--- src/rtl/data_memory_sized_if.sv ---
`default_nettype none
// ============================================================================
// Module   : data_memory_sized_if
// Brief    : Request/response bundle for the sized data memory.
// Revision : 1.0
// ============================================================================
interface data_memory_sized_if #(
  parameter int W = 32,
  parameter int N = 8
);
  logic         req_valid;
  logic         req_ready;
  logic         req_we;
  logic [N-1:0] req_addr;
  logic [1:0]   req_size;
  logic         req_unsigned;
  logic [W-1:0] req_wdata;
  logic         rsp_valid;
  logic [W-1:0] rsp_rdata;
  logic         rsp_err;

  modport master (
    output req_valid, req_we, req_addr, req_size, req_unsigned, req_wdata,
    input  req_ready, rsp_valid, rsp_rdata, rsp_err
  );

  modport slave (
    input  req_valid, req_we, req_addr, req_size, req_unsigned, req_wdata,
    output req_ready, rsp_valid, rsp_rdata, rsp_err
  );
endinterface
`default_nettype wire

--- src/rtl/data_memory_sized.sv ---
`default_nettype none
// ============================================================================
// Module   : data_memory_sized
// Brief    : Byte-addressed data memory with sub-word access and wait states.
// Revision : 1.0
// ============================================================================
module data_memory_sized #(
  parameter int W    = 32,
  parameter int N    = 8,
  parameter int WAIT = 0
) (
  input  logic               clk,
  input  logic               rst,
  data_memory_sized_if.slave bus
);
  localparam int         c_BYTES     = W / 8;
  localparam int         c_OFFW      = $clog2(c_BYTES);
  localparam int         c_WORDS     = (2 ** N) / c_BYTES;
  localparam logic [3:0] c_WAIT_LOAD = (WAIT > 0) ? 4'(WAIT - 1) : 4'd0;
  localparam logic [7:0] c_WBITS     = 8'(W);

  typedef enum logic [1:0] {
    S_IDLE   = 2'd0,
    S_WAIT   = 2'd1,
    S_ACCESS = 2'd2,
    S_RESP   = 2'd3
  } state_t;

  state_t r_state;
  state_t w_state_nxt;

  logic [W-1:0] r_mem [c_WORDS];

  logic         r_we;
  logic         r_unsigned;
  logic [N-1:0] r_addr;
  logic [1:0]   r_size;
  logic [W-1:0] r_wdata;
  logic [3:0]   r_cnt;
  logic [W-1:0] r_rsp_rdata;
  logic         r_rsp_err;

  logic w_ready;
  logic w_rsp_valid;
  logic w_accept;

  // ---------------------------------------------------------------- FSM
  always_ff @(posedge clk) begin
    if (rst) r_state <= S_IDLE;
    else     r_state <= w_state_nxt;
  end

  always_comb begin
    w_state_nxt = r_state;
    w_ready     = 1'b0;
    w_rsp_valid = 1'b0;
    case (r_state)
      S_IDLE: begin
        w_ready = 1'b1;
        if (bus.req_valid) w_state_nxt = (WAIT > 0) ? S_WAIT : S_ACCESS;
      end
      S_WAIT: begin
        if (r_cnt == 4'd0) w_state_nxt = S_ACCESS;
      end
      S_ACCESS: w_state_nxt = S_RESP;
      S_RESP: begin
        w_rsp_valid = 1'b1;
        w_state_nxt = S_IDLE;
      end
      default: w_state_nxt = S_IDLE;
    endcase
  end

  assign w_accept = w_ready & bus.req_valid;

  always_ff @(posedge clk) begin
    if (rst) begin
      r_we       <= 1'b0;
      r_unsigned <= 1'b0;
      r_addr     <= '0;
      r_size     <= 2'd0;
      r_wdata    <= '0;
    end else if (w_accept) begin
      r_we       <= bus.req_we;
      r_unsigned <= bus.req_unsigned;
      r_addr     <= bus.req_addr;
      r_size     <= bus.req_size;
      r_wdata    <= bus.req_wdata;
    end
  end

  always_ff @(posedge clk) begin
    if (rst)                                      r_cnt <= 4'd0;
    else if (w_accept)                            r_cnt <= c_WAIT_LOAD;
    else if (r_state == S_WAIT && r_cnt != 4'd0)  r_cnt <= r_cnt - 4'd1;
  end

  // ---------------------------------------------------------- datapath
  logic [c_OFFW-1:0]   w_off;
  logic [N-c_OFFW-1:0] w_idx;
  logic [c_OFFW+2:0]   w_lane_sh;
  logic [3:0]          w_nbytes;
  logic [6:0]          w_nbits;
  logic [W-1:0]        w_lmask;
  logic [W-1:0]        w_topbit;
  logic [W-1:0]        w_word;
  logic [W-1:0]        w_shift;
  logic                w_sign;
  logic [W-1:0]        w_load;
  logic [W-1:0]        w_smask;
  logic [W-1:0]        w_sdata;
  logic [W-1:0]        w_merged;
  logic                w_misaligned;
  logic                w_illegal;
  logic                w_fault;

  assign w_off     = r_addr[c_OFFW-1:0];
  assign w_idx     = r_addr[N-1:c_OFFW];
  assign w_lane_sh = {w_off, 3'b000};
  assign w_nbytes  = 4'd1 << r_size;
  assign w_nbits   = {w_nbytes, 3'b000};

  // Operand mask covers the low 8*(1<<size) bits; all ones for full width.
  assign w_lmask  = {W{1'b1}} >> (c_WBITS - {1'b0, w_nbits});
  assign w_topbit = w_lmask ^ (w_lmask >> 1);

  assign w_word  = r_mem[w_idx];
  assign w_shift = w_word >> w_lane_sh;
  assign w_sign  = ~r_unsigned & (|(w_shift & w_topbit));
  assign w_load  = (w_shift & w_lmask) | (w_sign ? ~w_lmask : '0);

  // Aligned accesses never straddle a word, so one row read-modify-write suffices.
  assign w_smask  = w_lmask << w_lane_sh;
  assign w_sdata  = (r_wdata & w_lmask) << w_lane_sh;
  assign w_merged = (w_word & ~w_smask) | (w_sdata & w_smask);

  always_comb begin
    w_misaligned = 1'b0;
    case (r_size)
      2'd0:    w_misaligned = 1'b0;
      2'd1:    w_misaligned = r_addr[0];
      2'd2:    w_misaligned = |r_addr[1:0];
      default: w_misaligned = |r_addr[2:0];
    endcase
  end

  assign w_illegal = (r_size == 2'd3) && (W == 32);
  assign w_fault   = w_misaligned | w_illegal;

  always_ff @(posedge clk) begin
    if (rst) begin
      for (int i = 0; i < c_WORDS; i++) r_mem[i] <= '0;
    end else if (r_state == S_ACCESS && r_we && !w_fault) begin
      r_mem[w_idx] <= w_merged;
    end
  end

  always_ff @(posedge clk) begin
    if (rst) begin
      r_rsp_rdata <= '0;
      r_rsp_err   <= 1'b0;
    end else if (r_state == S_ACCESS) begin
      r_rsp_rdata <= (w_fault || r_we) ? '0 : w_load;
      r_rsp_err   <= w_fault;
    end
  end

  assign bus.req_ready = w_ready;
  assign bus.rsp_valid = w_rsp_valid;
  assign bus.rsp_rdata = r_rsp_rdata;
  assign bus.rsp_err   = r_rsp_err;
endmodule
`default_nettype wire

--- src/flat_wrapper.sv ---
// flat-port wrapper written by rule: the top's interface ports become plain ports
module data_memory_sized_flat 
#(
  parameter int W    = 32,
  parameter int N    = 8,
  parameter int WAIT = 0
)
  (clk, rst, bus_req_valid, bus_req_we, bus_req_addr, bus_req_size, bus_req_unsigned, bus_req_wdata, bus_req_ready, bus_rsp_valid, bus_rsp_rdata, bus_rsp_err);
  data_memory_sized_if #(.W(W), .N(N)) bus_i ();
  input  logic clk;
  input  logic rst;
  input wire logic [$bits(bus_i.req_valid)-1:0] bus_req_valid;
  input wire logic [$bits(bus_i.req_we)-1:0] bus_req_we;
  input wire logic [$bits(bus_i.req_addr)-1:0] bus_req_addr;
  input wire logic [$bits(bus_i.req_size)-1:0] bus_req_size;
  input wire logic [$bits(bus_i.req_unsigned)-1:0] bus_req_unsigned;
  input wire logic [$bits(bus_i.req_wdata)-1:0] bus_req_wdata;
  output wire logic [$bits(bus_i.req_ready)-1:0] bus_req_ready;
  output wire logic [$bits(bus_i.rsp_valid)-1:0] bus_rsp_valid;
  output wire logic [$bits(bus_i.rsp_rdata)-1:0] bus_rsp_rdata;
  output wire logic [$bits(bus_i.rsp_err)-1:0] bus_rsp_err;
  assign bus_i.req_valid = bus_req_valid;
  assign bus_i.req_we = bus_req_we;
  assign bus_i.req_addr = bus_req_addr;
  assign bus_i.req_size = bus_req_size;
  assign bus_i.req_unsigned = bus_req_unsigned;
  assign bus_i.req_wdata = bus_req_wdata;
  assign bus_req_ready = bus_i.req_ready;
  assign bus_rsp_valid = bus_i.rsp_valid;
  assign bus_rsp_rdata = bus_i.rsp_rdata;
  assign bus_rsp_err = bus_i.rsp_err;
  data_memory_sized #(.W(W), .N(N), .WAIT(WAIT)) u_core (.clk(clk), .rst(rst), .bus(bus_i));
endmodule
--- config.mk ---
export PLATFORM = sky130hd
export DESIGN_NAME = data_memory_sized_flat
export DESIGN_NICKNAME = d
export VERILOG_FILES = /design/src/rtl/data_memory_sized_if.sv /design/src/rtl/data_memory_sized.sv /design/src/flat_wrapper.sv
export SDC_FILE = /design/constraint.sdc
export NUM_CORES = 2
export LEC_CHECK = 0
export ABC_CLOCK_PERIOD_IN_PS = 4800
export CAP_MARGIN = 30
export CORE_MARGIN = 2
export CORE_UTILIZATION = 25
export CTS_CLUSTER_DIAMETER = 80
export CTS_CLUSTER_SIZE = 14
export DETAILED_ROUTE_END_ITERATION = 10
export HOLD_SLACK_MARGIN = 0.03
export PLACE_DENSITY = 0.38
export SLEW_MARGIN = 10
export SYNTH_ARGS = -nofsm -noshare
export SYNTH_HDL_FRONTEND = slang
export SYNTH_SLANG_ARGS = --single-unit
--- constraint.sdc ---
create_clock -name clk -period 4.8 [get_ports clk]
set_clock_uncertainty 0.05 [all_clocks]
set_input_delay 1.44 -clock clk [delete_from_list [all_inputs] [get_ports clk]]
set_output_delay 1.44 -clock clk [all_outputs]
set_load 0.02 [all_outputs]
### After elaboration in Yosys (flattened, before gate mapping)

Memory sizes are Yosys's and may differ from the RTL's. A register that Yosys moved wholly into a read port is not among the register bits.
Cells that the tools add are included.

| storage, ports and cells | value |
|---|---|
| register bits after elaboration | 83 |
| output and inout bits | 35 |
| input bits | 47 |
| bits in latches | 0 |
| RAM bits | 2048 |
| memory bits (read-only) | 0 |
| memories kept | 1 |

Memories:

| name | words | bits a word | rd ports | clocked after memory_dff | wr ports | RTL line | source |
|---|---|---|---|---|---|---|---|
| u_core.r_mem | 64 | 32 | 1 | 1 | 64 | data_memory_sized.sv:32 | `logic [W-1:0] r_mem [c_WORDS];` |

| cells by class | value |
|---|---|
| mux-type cells | 18 |
| div/mod/pow operators | 0 |
| equality and inequality tests | 8 |
| bitwise gates (word level) | 14 |
| add/sub/neg operators | 2 |
| multipliers | 0 |
| $lt $le $gt $ge | 0 |
| shift operators | 5 |
| reduce and logical (&&, ||, !) cells | 15 |

Operator list:

| kind | number |
|---|---|
| $and 32x32->32 | 5 |
| $mux 32 | 3 |
| $not 32->32 | 2 |
| $or 32x32->32 | 2 |
| $reduce_or 32->1 | 2 |
| $shl 32x5->32 | 2 |
| $shr 32x5->32 | 1 |
| $shr 32x8->32 const A | 1 |
| $xor 32x31->32 | 1 |
| $mux 6 | 3 |
| $eq 2x2->1 const B | 4 |
| $mux 1 | 8 |
| $pmux 2 s4 | 1 |
| $sub 6x7->8 const A | 1 |
| $eq 2x1->1 const B | 2 |
| $logic_not 2->1 | 2 |
| $logic_not 4->1 | 1 |
| $mux 2 | 2 |
| $reduce_bool 4->1 | 1 |
| $reduce_or 2->1 | 2 |
| $shl 1x2->4 const A | 1 |
| $sub 4x1->4 const B | 1 |
| $logic_and 1x1->1 | 3 |
| $pmux 1 s3 | 1 |
| 9 further kinds | 10 |

### Depth between registers and ports, before layout

| depth | value |
|---|---|
| depth in word-level cells | 10 |
| gate-level depth with buffers | 14 |
| depth with buffers taken out | 9 |

### Worst setup path before layout

No wires, ideal clock.

| path | value |
|---|---|
| path type | input -> register |
| from | input rst |
| to | memory u_core.r_mem[35][0] (enable) |
| stages | 6 |
| arrival time | 3.692 ns |
| setup slack | 0.664 ns |
| required time | 4.356 ns |
| setup time | 0.394 ns |
| path through | or4b_1 -> clkbuf_1 -> nor2b_1 -> or3b_2 -> clkbuf_1 -> nand2b_1 |

RTL lines:

| what | RTL line | source |
|---|---|---|
| start: declaration | flat_wrapper.sv:11 | `input logic rst;` |
| end: declaration | data_memory_sized.sv:32 |  |

==> out/metrics.json <==
{
  "status": "complete, no violations",
  "design.core.area_sq_um": 372000,
  "synth_top_family_by_area": "multiplexers",
  "area.growth.synth_to_final_pct": 16.0,
  "site_row_count": 224,
  "max_freq_mhz": 215,
  "switching_share_pct": 28.5,
  "clk_sinks": 2137,
  "floorplan.io_pins": 82,
  "synth_enable_flop_cells": 2048,
  "grt_first_pass_wirelength_um": 504000,
  "slew_headroom_pct": 17.8,
  "start_kind": "flip-flop",
  "ys_seq_elements": 2137,
  "wire_per_inst_um": 31.7,
  "layout-drive-gt1-share_pct": 24.7,
  "clock_tree_from_tritoncts": "yes",
  "hold_path.class": "reg2reg",
  "synthMuxAreaShare_pct": 13.3,
  "report.final.slew_viol_count": 0,
  "post_synth_xor_area_fraction_pct": 0.0375,
  "routabilityCongestion": 0.867,
  "timing.hold.ws_ps": 403,
  "final_core_area_utilization_pct": 29.1,
  "post_placement_worst_setup_slack_ps": 45.2,
  "final_cells": 11600,
  "hpwl_um": 242000,
  "yosys.area_share.simple_pct": 11.6,
  "syn-num-nets": 6472,
  "critical_path.cell_chain": "buf_12 -> buf_12 -> buf_4 -> mux4_2 -> o22ai_1 -> buf_4 -> nor4_2 -> mux2i_1 -> buf_4 -> nor2_1 -> a211oi_4 -> buf_12 -> nor2_1",
  "cts_made_buffers": 184,
  "criticalPathCategory": "reg2reg",
  "maximum_fanout_along_the_worst_path": 31,
  "detail_route.iter0.violations": 6465,
  "power_density_nw_per_um2": 390,
  "pwr-share-seq_pct": 50.2,
  "combinationalPowerShare_pct": 16.0,
  "num-fill-cells": 37200,
  "floorplan.initialDensity_pct": 25.1,
  "finalHoldViolations": 0,
  "drc_errors": 0,
  "cts_resized": 0,
  "fin_area_sq_um": 109000,
  "yosys_warnings": 0,
  "post_drt_via_cell_ratio": 4.93,
  "postRouteAntennaNets": 0,
  "worst_ir_drop_on_vdd_mv": 0.278,
  "grt_antenna_before_repair": 11,
  "final_setup_violating_endpoints": 0,
  "synth-seq-area-share_pct": 67.7,
  "die_area_sq_um": 379000,
  "max_cap_violations": 0,
  "floorplan.die.height_um": 616,
  "synthCells": 6419,
  "root_buffer_selected_by_cts": "clkbuf_16",
  "synthTopCellsByCount": "edfxtp_1, nor2_1, mux4_2",
  "internal_power_w": 0.0303,
  "netlist_top_cells_area": "edfxtp_1, mux4_2, nor2_1",
  "cts.reportedPaths.clkPinSlew_ps": 70,
  "post_synth_instance_area_sq_um": 93500,
  "post_cts_hold_buffer_count": 0,
  "synth_area_per_cell_sq_um": 14.6,
  "die_x_um": 616,
  "period_needed_ps": 4660,
  "arrival_ps": 5210,
  "crit_required_ps": 5350,
  "dr_total_vias": 57300,
  "power_leakage_nw": 35.4,
  "wirelength_um": 368000,
  "design.final.nets": 6655,
  "netlist.top_cell.by_area": "edfxtp_1",
  "cts_setup_buffers": 0,
  "synth.lib_cells_used.distinct": 80,
  "globalRouteOverflowTotal": 0,
  "first_global_vias": 57000,
  "async_reset_ff_share_pct": 0,
  "synth-compound-area-share_pct": 3.39,
  "max-clock-path-buffers": 4,
  "clock_insertion_delay_worst_skew_ps": 900,
  "dpl_cell_area_sq_um": 103000,
  "fin_crit_sh_pct": 97.0,
  "hold_start": "u_core.bus.rsp_rdata[4]",
  "post-route-worst-setup-slack_ps": 142,
  "transition_time_at_the_pin_with_the_least_slew_margin_ps": 1230,
  "port_buffers": 81,
  "netlist.area_leader.share_pct": 65.7,
  "setup_repair_after_global_routing_missed_its_margin": "false",
  "synthFlopType": "edfxtp_1",
  "worst_path_max_delay_cell": "a211oi_4",
  "pwr-share-clk_pct": 33.7,
  "yosys.cell_count.top_type": "edfxtp_1",
  "cp_max_stage_delay_ps": 650,
  "p_sw_w": 0.0121,
  "grtUsageTotal_pct": 19.0,
  "placedCellCount": 11400,
  "synthAdderAreaFrac_pct": 0.0803,
  "cts.htree.levels": 4,
  "maximum_number_of_pins_on_one_net_before_global_route_repair": 65,
  "detail_route.first_pass.iterations": 6,
  "setup.worst_path.end_class": "flip-flop"
}
==> final cells by class <==
class                           count  area [sq um]  area share (%)
Sequential cell                  2137         63300            58.3
Multi-Input combinational cell   3630         27100            24.9
Timing Repair Buffer              635          6800            6.27
Tap cell                         4972          6220            5.73
Clock buffer                      223          4810            4.44
Clock inverter                     19           253           0.233
Inverter                           14          52.6          0.0484
Antenna cell                        5          12.5          0.0115
==> per-layer routing <==
metal	GRT usage, %	wire length [um]	part of all wire (%)
met1	27.0	166000	45
met2	30.6	172000	47
met3	2.68	20600	5.6
met4	4.74	9880	2.7
met5	0	13	0.0035
==> path summary, 6_finish.rpt <==
path                                   to  slack (ps)  cells after the start
setup / recovery     u_core.r_mem[35][21]         140                     13
hold / removal    u_core.bus.rsp_rdata[4]         400                      2
setup reg to reg     u_core.r_mem[35][21]         140                     13
hold reg to reg   u_core.bus.rsp_rdata[4]         400                      2
==> critical path: cells and delay by family (launching register included) <==
kind	cells	cell delay (ps)
flip-flops	1	510
AND/OR/NAND/NOR	3	270
buffers and inverters	6	1430
AO/OA/AOI/OAI	2	970
multiplexers	2	980
==> flip-flops by register name, indices dropped and copies added (netlist names), named ones only <==
name and cells:
u_core.r_wdata 32, u_core.bus.rsp_rdata 32, u_core.r_cnt 4, u_core.r_mem 2048, u_core.r_addr 8, u_core.r_unsigned 1, u_core.r_state 2, u_core.bus.rsp_err 1
u_core.r_we 1, u_core.r_size 2
==> cell families (layout without fill, tap and decap cells) <==
| logic type | after synthesis | after routing |
|---|---|---|
| xor gates and xnor gates | 4 | 4 |
| and+or+nand+nor | 2560 | 2560 |
| adders and majority gates | 6 | 6 |
| AOI/OAI and AO/OA | 468 | 468 |
| DFF | 2137 | 2137 |
| muxes | 592 | 592 |
| other | 0 | 5 |
| buffers and inverters | 652 | 891 |
==> stage by stage <==
| stage | TNS, ps | total power [W] |
|---|---|---|
| after global placement | -207 | 0.0285 |
| after CTS | 0 | 0.0428 |
| after floorplan | 0 | 0.0247 |
| after global routing | 0 | 0.0435 |
| after detailed placement | 0 | 0.0285 |
| final | 0 | 0.0423 |
==> layout by cell type, fill, tap and decap left out, types with 7 or more instances in the layout <==
| cell type | count |
|---|---|
| a22oi_1 | 84 |
| dfxtp_1 | 83 |
| a221oi_1 | 9 |
| o221ai_1 | 13 |
| clkdlybuf4s50_1 | 80 |
| mux2i_1 | 54 |
| clkbuf_16 | 186 |
| nand2b_2 | 64 |
| nand3_1 | 13 |
| nor2_2 | 241 |
| a211oi_1 | 8 |
| nor4_1 | 25 |
| and2_1 | 7 |
| nor2b_1 | 15 |
| o21ai_4 | 7 |
| nand2_1 | 230 |
| buf_4 | 407 |
| a21oi_4 | 8 |
| nor4_2 | 12 |
| nand2b_1 | 9 |
| nand3b_1 | 10 |
| nor3_1 | 26 |
| buf_12 | 141 |
| edfxtp_1 | 2048 |
| a21oi_1 | 113 |
| a31oi_1 | 9 |
| a32oi_1 | 10 |
| mux4_1 | 33 |
| mux4_2 | 474 |
| nor2_1 | 1850 |
| inv_1 | 13 |
| a22o_1 | 7 |
| mux2_2 | 25 |
| o22ai_1 | 122 |
| o21ai_0 | 34 |
| clkbuf_1 | 35 |
| and3_1 | 13 |
==> power by group through the flow <==
| stage | Sequential (W) | Clock, W | Combinational, W |
|---|---|---|---|
| 4_1_cts | 0.0213 | 0.0147 | 0.00683 |
| 6_report | 0.0213 | 0.0143 | 0.00678 |
| 3_5_place_dp | 0.0217 | 0 | 0.00682 |
| 2_1_floorplan | 0.0216 | 0 | 0.00317 |
| 3_3_place_gp | 0.0217 | 0 | 0.00680 |
| 5_1_grt | 0.0213 | 0.0152 | 0.00699 |
Power figures use the tool's default switching activity.
